**src/rtl/aes128_type_pkg.sv**
```systemverilog
// aes128_type_pkg: shared AES-128 state types and constants
package aes128_type_pkg;
  localparam int AES128_STATE_BYTES = 16;
  typedef logic [AES128_STATE_BYTES-1:0][7:0] aes128_state_t;
  typedef enum logic {FILL, DRAIN} sr_state_e;
endpackage

```
**src/rtl/aes128_shift_rows_addr_map.sv**
```systemverilog
// aes128_shift_rows_addr_map: maps a state index (4*col+row) to its (Inv)ShiftRows destination
// Ports: addr (source index), inv (1 = InvShiftRows), idx (destination index)
module aes128_shift_rows_addr_map (
  input  logic [3:0] addr,
  input  logic       inv,
  output logic [3:0] idx
);
  logic [1:0] r, c;
  assign r = addr[1:0];
  assign c = addr[3:2];
  // 2-bit column arithmetic wraps mod 4 for free
  assign idx = {inv ? c + r : c - r, r};
endmodule

```
**src/rtl/aes128_shift_rows.sv**
```systemverilog
// aes128_shift_rows: byte-serial ShiftRows stage with a 16-byte state buffer
// Ports: clk_i, rst_i (sync, active-high); data_i/addr_i/valid_i input byte stream;
//   ready_o (FILL), data_o/addr_o/valid_o output byte stream, done_o (pulse after last byte),
//   state_o (parallel buffer view), err_o (sticky overrun).
// Optional: AES128_SHIFT_ROWS_INV_EN adds inv_i selecting InvShiftRows per write.
module aes128_shift_rows
  import aes128_type_pkg::*;
#(
  parameter int N_BYTES = AES128_STATE_BYTES
) (
  input  logic                    clk_i,
  input  logic                    rst_i,
  input  logic [7:0]              data_i,
  input  logic [3:0]              addr_i,
  input  logic                    valid_i,
`ifdef AES128_SHIFT_ROWS_INV_EN
  input  logic                    inv_i,
`endif
  output logic                    ready_o,
  output logic [7:0]              data_o,
  output logic [3:0]              addr_o,
  output logic                    valid_o,
  output logic                    done_o,
  output logic [N_BYTES-1:0][7:0] state_o,
  output logic                    err_o
);
  sr_state_e              state_q, state_d;
  logic [N_BYTES-1:0][7:0] buf_q;
  logic [15:0]            mask_q, mask_set;
  logic [3:0]             cnt_q, wr_idx;
  logic                   done_q, err_q, inv;
`ifdef AES128_SHIFT_ROWS_INV_EN
  assign inv = inv_i;
`else
  assign inv = 1'b0;
`endif
  aes128_shift_rows_addr_map u_map (.addr(addr_i), .inv(inv), .idx(wr_idx));
  assign mask_set = mask_q | (16'd1 << addr_i);
  always_comb begin
    state_d = state_q;
    if (state_q == FILL) state_d = (valid_i && mask_set == 16'hFFFF) ? DRAIN : FILL;
    else state_d = (cnt_q == 4'hF) ? FILL : DRAIN;
  end
  always_ff @(posedge clk_i) begin
    if (rst_i) begin
      state_q <= FILL;
      buf_q   <= '0;
      mask_q  <= '0;
      cnt_q   <= '0;
      done_q  <= 1'b0;
      err_q   <= 1'b0;
    end else begin
      state_q <= state_d;
      done_q  <= state_q == DRAIN && cnt_q == 4'hF;
      if (state_q == FILL && valid_i) begin
        buf_q[wr_idx] <= data_i;
        mask_q        <= mask_set;
      end
      if (state_q == DRAIN) begin
        cnt_q <= cnt_q + 4'd1;
        if (cnt_q == 4'hF) mask_q <= '0;
        if (valid_i) err_q <= 1'b1;
      end
    end
  end
  assign ready_o = state_q == FILL;
  assign valid_o = state_q == DRAIN;
  assign data_o  = valid_o ? buf_q[cnt_q] : 8'h00;
  assign addr_o  = valid_o ? cnt_q : 4'h0;
  assign done_o  = done_q;
  assign err_o   = err_q;
  assign state_o = buf_q;
endmodule

```
**config.mk**
```make
export PLATFORM = sky130hd
export DESIGN_NAME = aes128_shift_rows
export DESIGN_NICKNAME = d
export VERILOG_FILES = /design/src/rtl/aes128_type_pkg.sv /design/src/rtl/aes128_shift_rows_addr_map.sv /design/src/rtl/aes128_shift_rows.sv
export SDC_FILE = /design/constraint.sdc
export NUM_CORES = 1
export LEC_CHECK = 0
export ABC_AREA = 1
export BUFFER_PORTS_ARGS = -buffer_cell sky130_fd_sc_hd__buf_4
export CORE_AREA = 4 4 125 127
export DETAILED_ROUTE_END_ITERATION = 6
export DIE_AREA = 0 0 129 131
export PLACE_DENSITY = 0.75
export SYNTH_ARGS = -nofsm -noshare
export SYNTH_HDL_FRONTEND = slang
export SYNTH_SLANG_ARGS = --single-unit
```
**constraint.sdc**
```tcl
create_clock -name clk_i -period 1.9 [get_ports clk_i]
set_clock_uncertainty 0.15 [all_clocks]
set_input_delay 0.095 -clock clk_i [delete_from_list [all_inputs] [get_ports clk_i]]
set_output_delay 0.095 -clock clk_i [all_outputs]
set_load 0.03 [all_outputs]
```
# After elaboration in Yosys (flattened, before gate mapping)
# Cells that the tools add are included.
# classes
reduce_logical	5
magnitude_cmp	3
n_bitwise	2
shifts	1
n_addsub	2
n_eq_ne	2
n_mux	13
# op_table
cell	count
bitwise mux 128 bit	1
two-way mux 16 bit	3
binary-select mux 8 bit (select 4 bit)	1
demux 8 bit (select 4 bit)	1
two-way mux 8 bit	3
== test 16 bit, second input constant	1
OR 16 bit	1
<< shifter 1 x 4 -> 16 bit, first input constant	1
< comparator 4 x 5 -> 1 bit, second input constant	2
adder 4 x 1 -> 4 bit, second input constant	1
== test 4 bit, second input constant	1
>= comparator 4 x 1 -> 1 bit, second input constant	1
logical AND 1 bit	4
two-way mux 4 bit	1
two-way mux 1 bit	3
AND reduction 2 bit	1
subtractor 2 bit	1
inverter 1 bit	1
# word_totals
out_inout_bits	144
register_bits	151

# Depth between registers and ports, before layout
# depth
ltp_word	6
mapped_depth	12

# Hierarchy
# From an unflattened synthesis, not the netlist that was laid out.
# hier_totals
hier_cells	977
hier_area_um2	7118.1
# by_module_without_submodules
mod	seq_area_each_um2	instances	cells_per_inst	area_per_inst_um2
aes128_shift_rows	3022.9	1	959	7031.7
aes128_shift_rows_addr_map	0.0	1	18	86.3

# Worst setup path after synthesis
# Ideal clock, no wire load.
# synth_timing
kind	in2reg
from	input addr_i[2]
to	register buf_q (netlist bit state_o[93])
required_time_ns	1.680
setup_time_ns	0.070
arrival_ns	1.769
cell_stages	10
path_buffers	2
setup_slack_ns	-0.089
path_cell_list	clkbuf_1 inv_1 ha_1 inv_1 nor2_8 inv_4 nor2_8 buf_6 o21ai_1 a21oi_1
# synth_via
elab_chain_len	6
elab_cells_between_ends	7
classes_between	add/sub: 1; order compare: 2; mux: 3; reduce/logical: 1
# synth_lines
element	line_no	rtl
start: declaration	aes128_shift_rows.sv:14	input logic [3:0] addr_i,
subtractor 2 bit *	aes128_shift_rows_addr_map.sv:12	assign idx = {inv ? c + r : c - r, r};
< comparator 4 x 5 -> 1 bit (not written as such) / >= comparator 4 x 1 -> 1 bit (equally long branches)	aes128_shift_rows.sv:56	buf_q[wr_idx] <= data_i;
logical AND 1 bit (not written as such)	aes128_shift_rows.sv:56	
two-way mux 8 bit (not written as such)	aes128_shift_rows.sv:56	
demux 8 bit (select 4 bit) *	aes128_shift_rows.sv:56	
bitwise mux 128 bit *	aes128_shift_rows.sv:56	
end signal: indexed assignment	aes128_shift_rows.sv:56	
end: declaration	aes128_shift_rows.sv:28	logic [N_BYTES-1:0][7:0] buf_q;
# Every way passes the cells marked *; elsewhere a longest branch is shown, timed or not.
# A chain may end at the register's enable or synchronous reset.

# Worst setup path in the final report
# layout_timing
from	register cnt_q[0]
to	output data_o[5]
# layout_via
elab_chain_len	3
# layout_lines
element	line_no	rtl
start: declaration	aes128_shift_rows.sv:30	logic [3:0] cnt_q, wr_idx;
start signal: assignment	aes128_shift_rows.sv:60	cnt_q <= cnt_q + 4'd1;
binary-select mux 8 bit (select 4 bit)	aes128_shift_rows.sv:68	assign data_o = valid_o ? buf_q[cnt_q] : 8'h00;
two-way mux 8 bit (not written as such)	aes128_shift_rows.sv:68	
two-way mux 8 bit	aes128_shift_rows.sv:68	
end: declaration	aes128_shift_rows.sv:20	output logic [7:0] data_o,
# Every way passes these cells. The select of a mux whose other input is x is not followed.

==> flow_summary_export.csv <==
group,metric,value,unit
power,swShare,0.2717,
setup_path,cpPeakStageDelay,380,ps
timing,setup_ws,-285.1,ps
floorplanning,rows,44,
placement,gp_congestion,0.9805,
timing,rsz0062_at_grt,"true",
route,viasPerCell,5.870,
route,first_pass_iters,6,
synthesis,ys_ff_latch,151,
power,p_clk_frac,0.450,
timing,post-route-min-period,2185,ps
setup_path,worst_ep_required_time,1650,ps
floorplanning,io-pin-count,159,
timing,fmax,457.6,MHz
setup_path,crit_fanout,16,
final_layout,finalInstanceArea,9453,um^2
placement,hpwl,16880,um
final_layout,final_layout_size_suffix_gt1_frac,0.2784,
global_route,grt_pass1_wl,38000,um
clocking,cts_tree,"built",
final_layout,syn_to_final_growth,36.08,%
clocking,cts_root_buffer,"clkbuf_16",
route,wl_per_cell,19.70,um
setup_path,startpoint_type,"flip-flop",
timing,slew_violations,0,
synthesis,syn_avg_cell_area,7.617,um^2
floorplanning,die-area,16900,um^2
clocking,clk_pin_slew,60,ps
final_layout,multiInputGateArea,3438,um^2
setup_path,worstPathCellList,"inv_4, bufbuf_16, nor2_1, o211ai_1, o211ai_1, a21oi_2, buf_6",
clocking,cts_made_buffers,17,
setup_path,crit_path_frequent_cell,"o211ai_1",
final_layout,mostFrequentLayoutCell,"buf_4",
clocking,insertion_delay,430,ps
synthesis,syn-num-nets,929,
final_layout,num-nets-final,1096,
power,p_per_area,789.8,nW/um^2
setup_path,cp-end-kind,"output pin",
setup_path,r2r-start,"cnt_q[0]",
setup_path,crit_arrival,1940,ps
setup_path,reg2reg_depth,7,
route,drt_wl_total,25140,um
floorplanning,initial_core_util,0.4816,
route,postRouteAntennaNets,0,
min_path,min_path_type,"in -> reg",
clocking,clkSinkCount,151,
clocking,h-tree-depth,4,
global_route,antenna_found_initial,0,
global_route,grt_max_degree,49,
global_route,overflow,0,
min_path,whs_endpoint,"mask_q[11]",
timing,worstMarginPinSlew,553.7,ps
final_layout,fill_cells,1220,
outcome,status,"complete, but fails checks",
power,pwr-share-seq,0.442,
synthesis,synth.distinct_cells,34,
placement,placed_area,8285,um^2
min_path,min_path_cells,6,
power,p_int,5.437,mW
clocking,clk_path_buf_depth,2,
synthesis,syn_area,6947,um^2
timing,finalSetupTns,-2097,ps
synthesis,yosysWarnings,0,
min_path,hp-start,"addr_i[2]",
timing,relSlewSlack,0.6286,
floorplanning,chipHeight,131,um
power,p_total,7.466,mW
global_route,grt_util_all_layers,0.2908,
timing,setup_viol,8,
power,p_sw,2.029,mW
synthesis,ys_seq_area_frac,0.4352,
setup_path,rrSetupSlack,140,ps
power,comb_power_share,0.107,
route,drc,0,
route,drt-initial-drc-count,1073,
final_layout,final_cell_mix,"buf_4 (166), dfxtp_1 (149), a21oi_1 (142)",
power,p_leak,4.032,nW
setup_path,cp_slowest_cell,"dfxtp_4",
final_layout,fin_cells,1276,
final_layout,n_antenna_cell,0,
placement,dp.cells,1215,
final_layout,regArea,3030,um^2
outcome,violations,"setup timing",
floorplanning,coreArea,14420,um^2
timing,fin_crit_sh,1.150,
synthesis,syn_inst,912,
floorplanning,die_x,129,um
timing,hold_viol,0,
power,peakVddDrop,0.4997,mV
placement,port_buffers,158,
setup_path,worstSetupPathType,"reg -> out",
route,vias,7490,
global_route,grt_pass1_vias,6751,
flow_run,max-cap-violations,0,
setup_path,reg2reg_to,"mask_q[6]",
power groups by stage:
stage               Sequential (mW)  Combinational [mW]  Clock, mW
floorplan                      3.48               0.364          0
global placement               3.37               0.734          0
detailed placement             3.37               0.742          0
CTS                            3.30               0.770       3.36
global route                   3.31               0.850       3.50
finish                         3.30               0.802       3.36
metrics by stage:
stage	utilization	worst slack, ps	hold slack [ps]
global placement	0.5744	-2.390	197.4
CTS	0.6405	-281.7	103.7
finish	0.6554	-285.1	126.2
global route	0.6554	-357.6	146.4
floorplan	-	1.622	89.69
detailed placement	0.5744	32.64	227.3
layout make-up:
| class | count | share of cell area |
|---|---|---|
| Multi-Input combinational cell | 630 | 0.3637 |
| Sequential cell | 151 | 0.3206 |
| Timing Repair Buffer | 209 | 0.1992 |
| Clock buffer | 18 | 0.04540 |
| Inverter | 70 | 0.03071 |
| Tap cell | 184 | 0.02435 |
| Clock inverter | 14 | 0.01602 |
worst max path at each step:
stage | startpoint | end | slack, ps | cells after the start
after floorplan | valid_o | data_o[0] | 2 | 4
after global placement | cnt_q[0] | data_o[2] | -2 | 8
after detailed placement | cnt_q[0] | data_o[2] | 30 | 8
after CTS | cnt_q[1] | data_o[6] | -280 | 6
after global routing | cnt_q[0] | data_o[2] | -360 | 9
final | cnt_q[0] | data_o[5] | -290 | 7
critical path, delay by kind of cell, from the launching register on:
kind                   cells  cell delay, ps
buffers and inverters      3             550
AO/OA/AOI/OAI              3             530
flip-flops                 1             380
AND/OR/NAND/NOR            1              50
flip-flops by register name, indices dropped and copies added (netlist names):
name,cells
state_o,128
mask_q,16
cnt_q,4
done_o,1
err_o,1
valid_o,1
cell usage after synthesis (all sizes together):
library cell / n / area [um^2]
nand2: 103 / 471.7
o211ai: 6 / 45.04
dfxtp: 151 / 3023
inv: 60 / 240.2
clkbuf: 32 / 120.1
buf: 29 / 224.0
a211oi: 1 / 7.510
nand4: 5 / 31.28
nand3: 46 / 230.2
nor3: 2 / 15.01
nor3b: 15 / 112.6
nor2: 93 / 511.7
o31ai: 1 / 7.510
nand3b: 1 / 20.02
o221ai: 10 / 87.58
o21ai: 183 / 915.9
o21bai: 4 / 30.03
clkinv: 10 / 37.54
a21oi: 158 / 790.8
ha: 2 / 25.02
logic make-up (layout without fill, tap and decap cells):
logic type | count (synthesis) | count (layout) | synth area share
compound gates | 363 | 363 | 0.2713
buf+inv | 131 | 311 | 0.08952
simple gates | 265 | 265 | 0.2005
flops | 151 | 151 | 0.4352
fa+ha+maj | 2 | 2 | 0.003602
what timing repair did:
action / in CTS / in global routing
endpoints found under the hold margin: 63 / 0
cloned: 4 / 1
endpoints found under the setup margin: 8 / 68
gates resized for setup: 54 / 40
hold buffers: 15 / 0
pin swaps: 9 / 21
buffers inserted: 1 / 8
routing by layer:
layer  GRT usage  vias to the layer above  share of wire
met5           0                        -              0
met3     0.05691                       55           0.11
met2      0.4521                      478           0.46
met1      0.3971                     3489           0.40
li1            -                     3468              -
met4      0.1211                        0          0.031
Note: power is estimated with default switching activity, not from simulation.
